--- config.mk ---
export PLATFORM = sky130hd
export DESIGN_NAME = led_matrix_scan
export DESIGN_NICKNAME = d
export VERILOG_FILES = /design/src/rtl/led_matrix_scan.sv
export SDC_FILE = /design/constraint.sdc
export NUM_CORES = 1
export LEC_CHECK = 0
export CAP_MARGIN = 20
export CORE_ASPECT_RATIO = 1.1
export CORE_MARGIN = 4
export CORE_UTILIZATION = 41
export DETAILED_ROUTE_END_ITERATION = 10
export PLACE_DENSITY_LB_ADDON = 0.15
export SKIP_CTS_REPAIR_TIMING = 1
export SYNTH_ARGS = -nofsm -noshare
export SYNTH_HDL_FRONTEND = slang
export SYNTH_SLANG_ARGS = --single-unit
--- constraint.sdc ---
create_clock -name clk12MHz -period 8.4 [get_ports clk12MHz]
set_input_delay 1.68 -clock clk12MHz [delete_from_list [all_inputs] [get_ports clk12MHz]]
set_output_delay 1.68 -clock clk12MHz [all_outputs]
set_load 0.03 [all_outputs]
--- src/rtl/led_matrix_scan.sv ---
`default_nettype none
// ============================================================================
// Module   : led_matrix_scan
// Brief    : Column-multiplexed LED matrix driver. Each column gets a blanking
//            phase and then a 2^PWM_BITS-tick ON phase whose duty is set by the
//            brightness sampled on entry to that column. New pixel data is
//            double-buffered and applied only at frame wrap.
// Revision : 1.0 - initial release
// ============================================================================
module led_matrix_scan #(
  parameter int ROWS     = 8,
  parameter int COLS     = 4,
  parameter int DIV      = 12,
  parameter int PWM_BITS = 4,
  parameter int BLANK    = 2
) (
  input  logic                 clk12MHz,
  input  logic                 rst,
  input  logic [ROWS*COLS-1:0] data,
  input  logic                 latch,
  input  logic [PWM_BITS-1:0]  brightness,
  output logic [ROWS-1:0]      leds,
  output logic [COLS-1:0]      lcol,
  output logic                 frame_start
);

  localparam int c_PW         = (DIV > 1) ? $clog2(DIV) : 1;
  localparam int c_CW         = $clog2(COLS);
  localparam int c_BW         = (BLANK > 1) ? $clog2(BLANK) : 1;
  localparam int c_DIV_LAST   = DIV - 1;
  localparam int c_BLANK_LAST = (BLANK > 0) ? BLANK - 1 : 0;
  localparam int c_COL_LAST   = COLS - 1;
  localparam logic [PWM_BITS-1:0] c_STEP_LAST = '1;

  typedef enum logic [0:0] {
    S_BLANK = 1'b0,
    S_ON    = 1'b1
  } state_t;

  // Without a blanking phase the scan lives permanently in ON.
  localparam state_t c_RST_STATE = (BLANK > 0) ? S_BLANK : S_ON;

  logic [c_PW-1:0]      r_presc,   w_presc_n;
  state_t               r_state,   w_state_n;
  logic [c_CW-1:0]      r_col,     w_col_n;
  logic [PWM_BITS-1:0]  r_step,    w_step_n;
  logic [c_BW-1:0]      r_bcnt,    w_bcnt_n;
  logic [PWM_BITS-1:0]  r_bright,  w_bright_n;
  logic [ROWS*COLS-1:0] r_shadow;
  logic [ROWS*COLS-1:0] r_buf,     w_buf_n;
  logic                 r_pending, w_pending_n;
  logic                 w_tick;
  logic                 w_wrap;
  logic [ROWS-1:0]      w_leds_n;
  logic [COLS-1:0]      w_lcol_n;

  // Next-state of the scan and of the outputs that depict that next state,
  // so leds/lcol register on the same edge as the state they show.
  always_comb begin
    w_tick      = (r_presc == c_DIV_LAST[c_PW-1:0]);
    w_presc_n   = w_tick ? '0 : r_presc + 1'b1;
    w_state_n   = r_state;
    w_col_n     = r_col;
    w_step_n    = r_step;
    w_bcnt_n    = r_bcnt;
    w_bright_n  = r_bright;
    w_wrap      = 1'b0;
    w_buf_n     = r_buf;
    w_pending_n = r_pending;
    w_leds_n    = '0;
    w_lcol_n    = '1;

    if (w_tick) begin
      if (r_state == S_BLANK) begin
        if (r_bcnt == c_BLANK_LAST[c_BW-1:0]) begin
          w_state_n = S_ON;
          w_step_n  = '0;
          w_bcnt_n  = '0;
        end else begin
          w_bcnt_n = r_bcnt + 1'b1;
        end
      end else begin
        if (r_step == c_STEP_LAST) begin
          // Column exit: advance, resample brightness for the new column.
          w_wrap     = (r_col == c_COL_LAST[c_CW-1:0]);
          w_col_n    = w_wrap ? '0 : r_col + 1'b1;
          w_bright_n = brightness;
          w_step_n   = '0;
          w_bcnt_n   = '0;
          w_state_n  = c_RST_STATE;
        end else begin
          w_step_n = r_step + 1'b1;
        end
      end
    end

    // A latch coinciding with the wrap bypasses the shadow register.
    if (w_wrap) begin
      if (latch) begin
        w_buf_n = data;
      end else if (r_pending) begin
        w_buf_n = r_shadow;
      end
      w_pending_n = 1'b0;
    end else if (latch) begin
      w_pending_n = 1'b1;
    end

    if (w_state_n == S_ON) begin
      w_lcol_n = ~(COLS'(1) << w_col_n);
      if (w_step_n < w_bright_n) begin
        w_leds_n = w_buf_n[(COLS - int'(w_col_n))*ROWS - 1 -: ROWS];
      end
    end
  end

  // State, buffers and registered outputs.
  always_ff @(posedge clk12MHz) begin
    if (rst) begin
      r_presc     <= '0;
      r_state     <= c_RST_STATE;
      r_col       <= '0;
      r_step      <= '0;
      r_bcnt      <= '0;
      r_bright    <= '0;
      r_shadow    <= '0;
      r_buf       <= '0;
      r_pending   <= 1'b0;
      leds        <= '0;
      lcol        <= '1;
      frame_start <= 1'b0;
    end else begin
      r_presc     <= w_presc_n;
      r_state     <= w_state_n;
      r_col       <= w_col_n;
      r_step      <= w_step_n;
      r_bcnt      <= w_bcnt_n;
      r_bright    <= w_bright_n;
      r_buf       <= w_buf_n;
      r_pending   <= w_pending_n;
      if (latch) begin
        r_shadow <= data;
      end
      leds        <= w_leds_n;
      lcol        <= w_lcol_n;
      frame_start <= w_wrap;
    end
  end

endmodule
`default_nettype wire

==> results.toml, run 1 <==
[outcome]
outcome = "finished clean"

[die]
rows = 38
ios = 52
fp.dieH_um = 113.1
die_x_um = 103.6
start_util_pct = 41.86
die-area_um2 = 11720
core_um2 = 9842

[critical_path]
start_kind = "register"
worst-setup-path-type = "reg -> reg"
crit_path_end_kind = "register"
crit_chain = "ha_1, nand4b_4, nor2_1, mux2i_1, inv_1, ha_1, nor4_2, o21ai_0, a31oi_1"
r2r_cells = 9
cp_num_cells = 9
path_common_cell = "ha_1"
reg2reg_from = "r_presc[0]"
slowest_delay_ns = 0.75
critPathTopFamily = "simple AND/OR/NAND/NOR gates"
crit_arrival_ns = 4.01
startpoint = "r_presc[0]"
required_ns = 8.67
crit_fanout = 25
slowest_stage = "nor4_2"
path_buf_inv = 1

[synthesis]
yosysTopAreaCellShare_pct = 45.67
synth-async-reset-ratio_pct = 0
ys_seq_area_share_pct = 45.67
synth_nets = 494
syn_inst = 445
syn_area_um2 = 4120
yosysTopAreaCell = "dfxtp_1"
synth_area_leaders = "dfxtp_1, nor2_1, nor2b_1"
synth_flop_cell = "dfxtp_1"
yosysUniqueCellTypes = 48
yosys_warnings = 0
synth_edf_count = 0
synth-seq-cells = 94
syn_avg_cell_area_um2 = 9.259

[final_layout]
drive_gt1_share_pct = 10.49
layout_common_cells = "dfxtp_1, nor2_1, clkdlybuf4s50_1, o21ai_0, nor2b_1"
design_area_um2 = 4862
layout.nets = 531
diodes = 0
layout_commonest_cell = "dfxtp_1"
regArea_um2 = 1882
area_growth_pct = 18.01
nFillCells = 970
multi_input_area_um2 = 2095

[pwr]
pwr-share-comb_pct = 7.0
seqPwrFrac_pct = 56.3
p_sw_uw = 193.8
p_int_uw = 624.1
p_clk_share_pct = 36.6
p_per_area_nw_per_um2 = 168.2
ir_drop_v = 0.00009105
swShare_pct = 23.70
p_leak_nw = 1.763

[detailed_routing]
drtIter0Drc = 206
wl_per_cell_um = 16.18
drtPass1Iterations = 5
drc_errors = 0
antenna_left = 0
vias = 3317
routed_via_density = 5.474
drt_wl_total_um = 9808

[clocking]
insertion_delay_ns = 0.36
clockRootBuffer = "clkbuf_8"
ctsHtreeMaxLevel = 3
cts_tree = "done"
cts_sinks = 94
cts.path.max_buffers = 2
path_clk_slew_ns = 0.08
cts_buffers = 9

[place]
preCtsSetupSlack_ns = 4.373
gp_congestion = 0.8009
port-buffer-count = 51
dp.final_hpwl_um = 6547
place_area_um2 = 4664

[job]
drv_cap = 0

[sta]
finClkSkew_ns = 0.01294
slew_violations = 0
fin_crit_ns = 3.740
fin_crit_sh_pct = 44.52
setup_ws_ns = 4.660
setup-violations-final = 0
worst_slew_pin_slew_ns = 0.9560
hold_violations = 0
fin_tns_setup_ns = 0
fmax_mhz = 267.4
slew-limit-headroom_pct = 36.03
grt_setup_unrepaired = "no"

[global_routing]
antenna_found_initial = 0
grt_pass1_wl_um = 16400
grt_max_degree = 83
grtUsageTotal_pct = 17.20
overflow = 0
grt_pass1_vias = 3311

[hold_path]
hold_class = "reg -> reg"
hold_depth = 1
min-delay-start = "r_presc[0]"
-- synth_stat cells (2+ instances only) --
cell       count
a22oi_1       10
a2bb2oi_1      7
mux2i_1       15
o21ai_0       31
o211ai_1       3
nand3b_1       6
a21oi_1       26
dfxtp_1       94
nor2b_1       31
nand3_1        3
nor2_1        52
or2_2          6
a22o_1         7
buf_4          2
buf_2          9
inv_1          4
a211oi_1       3
ha_1          10
nand2b_1      14
a31oi_1       10
a32o_1         8
nand2_1       22
mux2_2        17
clkbuf_1      16
nor3_1        10
nor3b_1        7
-- metrics by stage --
stage          total power [mW]  hold WS, ns  utilization, %  std cells
4_1_cts                  0.8288       0.4648           49.35        605
2_1_floorplan            0.5019       0.4327               -        445
6_report                 0.8179       0.4620           49.40        606
3_5_place_dp             0.5295       0.4525           47.39        590
5_1_grt                  0.8556       0.5003           49.40        606
3_3_place_gp             0.5282       0.4423           47.39        590
-- cell families (layout without fill, tap and decap cells) --
| kind of cell | Yosys count | after routing | synth area share (%) |
|---|---|---|---|
| xor+xnor | 1 | 1 | 0.2126 |
| flops | 94 | 94 | 45.67 |
| fa+ha+maj | 10 | 10 | 3.037 |
| compound gates | 114 | 114 | 18.34 |
| mux | 32 | 32 | 8.290 |
| buf+inv | 33 | 74 | 3.492 |
| simple gates | 161 | 161 | 20.95 |
-- worst register-to-register path, stage by stage, from the launching register on --
cell and delay, ns:
dfxtp_1 0.36, ha_1 0.32, nand4b_4 0.40, nor2_1 0.53
mux2i_1 0.40, inv_1 0.12, ha_1 0.37, nor4_2 0.75
o21ai_0 0.23, a31oi_1 0.20
-- final cells by class --
class	count	share of cell area, %
Sequential cell	94	38.70
Timing Repair Buffer	55	10.86
Clock inverter	6	1.415
Multi-Input combinational cell	318	43.08
Inverter	4	0.3088
Clock buffer	9	2.548
Tap cell	120	3.088
-- routing by layer --
| metal | vias up | share of wire, % | global-route usage, % | wire length, um |
|---|---|---|---|---|
| li1 | 1649 | - | - | - |
| met1 | 1577 | 45 | 21.39 | 4368 |
| met2 | 82 | 50 | 29.67 | 4921 |
| met3 | 9 | 4.2 | 3.936 | 412 |
| met4 | 0 | 1.1 | 5.674 | 106 |
| met5 | - | 0 | 0 | 0 |
-- flip-flops by register name, indices dropped and copies added (netlist names), 2 cells and up --
name / count
r_buf: 32
r_shadow: 32
r_step: 4
r_bright: 4
lcol: 4
r_presc: 4
leds: 8
r_col: 2
-- worst paths after layout --
check               endpoint  slack, ns
setup / recovery     leds[7]       4.66
hold / removal    r_presc[0]       0.46
setup reg to reg     leds[7]       4.66
hold reg to reg   r_presc[0]       0.46
-- power groups by stage --
| stage | clock network (mW) | registers [mW] | logic (mW) |
|---|---|---|---|
| floorplan | 0 | 0.469 | 0.0331 |
| global placement | 0 | 0.471 | 0.0572 |
| detailed placement | 0 | 0.471 | 0.0582 |
| CTS | 0.309 | 0.461 | 0.0585 |
| global route | 0.329 | 0.462 | 0.0642 |
| finish | 0.300 | 0.461 | 0.0575 |
No activity file was read; power rests on OpenSTA's default activity.
==> inputs of run 2 (changes only) <==
==> constraint.sdc (replaced) <==
create_clock -name clk12MHz -period 3.7 [get_ports clk12MHz]
set_input_delay 0.74 -clock clk12MHz [delete_from_list [all_inputs] [get_ports clk12MHz]]
set_output_delay 0.74 -clock clk12MHz [all_outputs]
set_load 0.03 [all_outputs]
==> results.toml, run 2 (synthesis gave the netlist of run 1 again) <==
[outcome]
outcome = "finished clean"

[global_routing]
grt_pass1_vias = 3399
grt_pass1_wl_um = 16590
antenna_found_initial = 0
grtUsageTotal_pct = 17.12
overflow = 0
grt_max_degree = 82

[job]
drv_cap = 0

[detailed_routing]
drtIter0Drc = 147
drtPass1Iterations = 4
wl_per_cell_um = 15.91
vias = 3327
routed_via_density = 5.419
drc_errors = 0
antenna_left = 0
drt_wl_total_um = 9771

[sta]
fin_crit_sh_pct = 89.01
fin_tns_setup_ns = 0
worst_slew_pin_slew_ns = 0.8540
fin_crit_ns = 3.293
grt_setup_unrepaired = "no"
slew-limit-headroom_pct = 43.06
setup-violations-final = 0
slew_violations = 0
hold_violations = 0
fmax_mhz = 303.7
worst_hold_slack_ns = 0.4672
finClkSkew_ns = 0.01028

[pwr]
ir_drop_v = 0.0001999
p_leak_nw = 1.809
p_total_mw = 1.887
p_per_area_nw_per_um2 = 382.2

[hold_path]
hold_depth = 1
min_to = "r_presc[0]"
hold_class = "reg -> reg"
min-delay-start = "r_presc[0]"

[place]
place_inst = 599
port-buffer-count = 51
place_area_um2 = 4732
dp.final_hpwl_um = 6518
gp_congestion = 0.8595

[die]
ios = 52
die-area_um2 = 11720
rows = 38
core_um2 = 9842
fp.dieH_um = 113.1
start_util_pct = 41.86
die_x_um = 103.6

[final_layout]
layout_commonest_cell = "dfxtp_1"
nFillCells = 943
area_growth_pct = 19.86
finalNonFillerCells = 614
design_area_um2 = 4938
diodes = 0
top_regs = "r_buf x32, r_shadow x32, leds x8"
drive_gt1_share_pct = 11.94
layout_common_cells = "dfxtp_1, nor2_1, clkdlybuf4s50_1, o21ai_0, nor2b_1"
layout.nets = 539

[critical_path]
r2r-end = "leds[0]"
required_ns = 3.96
start_kind = "register"
worst-setup-path-type = "reg -> reg"
crit_fanout = 16
crit_path_end_kind = "register"
reg2reg_from = "r_presc[0]"
crit_arrival_ns = 3.56
r2r_cells = 10
reg2reg_slack_ns = 0.41

[clocking]
insertion_delay_ns = 0.35
cts.path.max_buffers = 2
ctsHtreeMaxLevel = 3
cts_tree = "done"
clockRootBuffer = "clkbuf_8"
path_clk_slew_ns = 0.09
cts_buffers = 9
cts_sinks = 94
[run 2: changes by cell type in the layout (fill, tap and decap cells not counted)]
cell / previous run / this run
buf_4: 3 / 12
clkinv_2: 1 / 0
clkbuf_8: 9 / 11
clkbuf_2: 1 / 0
inv_6: 2 / 1
[run 2: stage by stage]
stage	setup WS [ns]	utilization (%)
final	0.4068	50.18
after global routing	0.1119	50.18
after CTS	0.4450	50.18
after detailed placement	0.5609	48.08
after global placement	0.5918	48.08
after floorplan	0.5292	-
[run 2: final cells by class]
type | instances | area [um^2] | area share [%]
Clock buffer | 11 | 151.4 | 3.066
Clock inverter | 4 | 55.05 | 1.115
Inverter | 4 | 15.01 | 0.3040
Multi-Input combinational cell | 318 | 2095 | 42.41
Sequential cell | 94 | 1882 | 38.10
Tap cell | 120 | 150.1 | 3.040
Timing Repair Buffer | 63 | 590.6 | 11.96
[run 2: critical path, stage by stage (launching register included)]
cell       delay (ns)
dfxtp_1          0.36
ha_1             0.31
nand4b_4         0.27
nor2_1           0.24
buf_4            0.18
mux2i_1          0.25
ha_1             0.29
o211a_1          0.14
a2111oi_0        0.47
o211ai_1         0.44
a31oi_1          0.27
[run 2: metal layers]
layer  routed length [um]  vias up  track usage [%]  part of all wire, %
li1                     -     1664                -                    -
met1                 4442     1576            21.61                   45
met5                    0        -                0                    0
met4                  109        0            5.319                  1.1
met2                 4859       79            30.15                   50
met3                  359        8            2.795                  3.7
[run 2: power breakdown]
group          internal (mW)  switching (mW)  total, mW
Clock                  0.350           0.361      0.711
Combinational         0.0697          0.0598      0.129
Sequential              1.03          0.0123       1.05
Total                   1.45           0.433       1.89
[run 2: how the worst max path moves through the flow]
stage | depth (start not counted) | from | slack (ns) | end
final | 10 | r_presc[0] | 0.41 | leds[0]
after detailed placement | 10 | r_presc[0] | 0.56 | leds[0]
after CTS | 10 | r_presc[0] | 0.44 | leds[7]
after global routing | 10 | r_presc[0] | 0.11 | leds[3]
after global placement | 10 | r_presc[0] | 0.59 | leds[1]
after floorplan | 12 | r_presc[0] | 0.53 | leds[1]
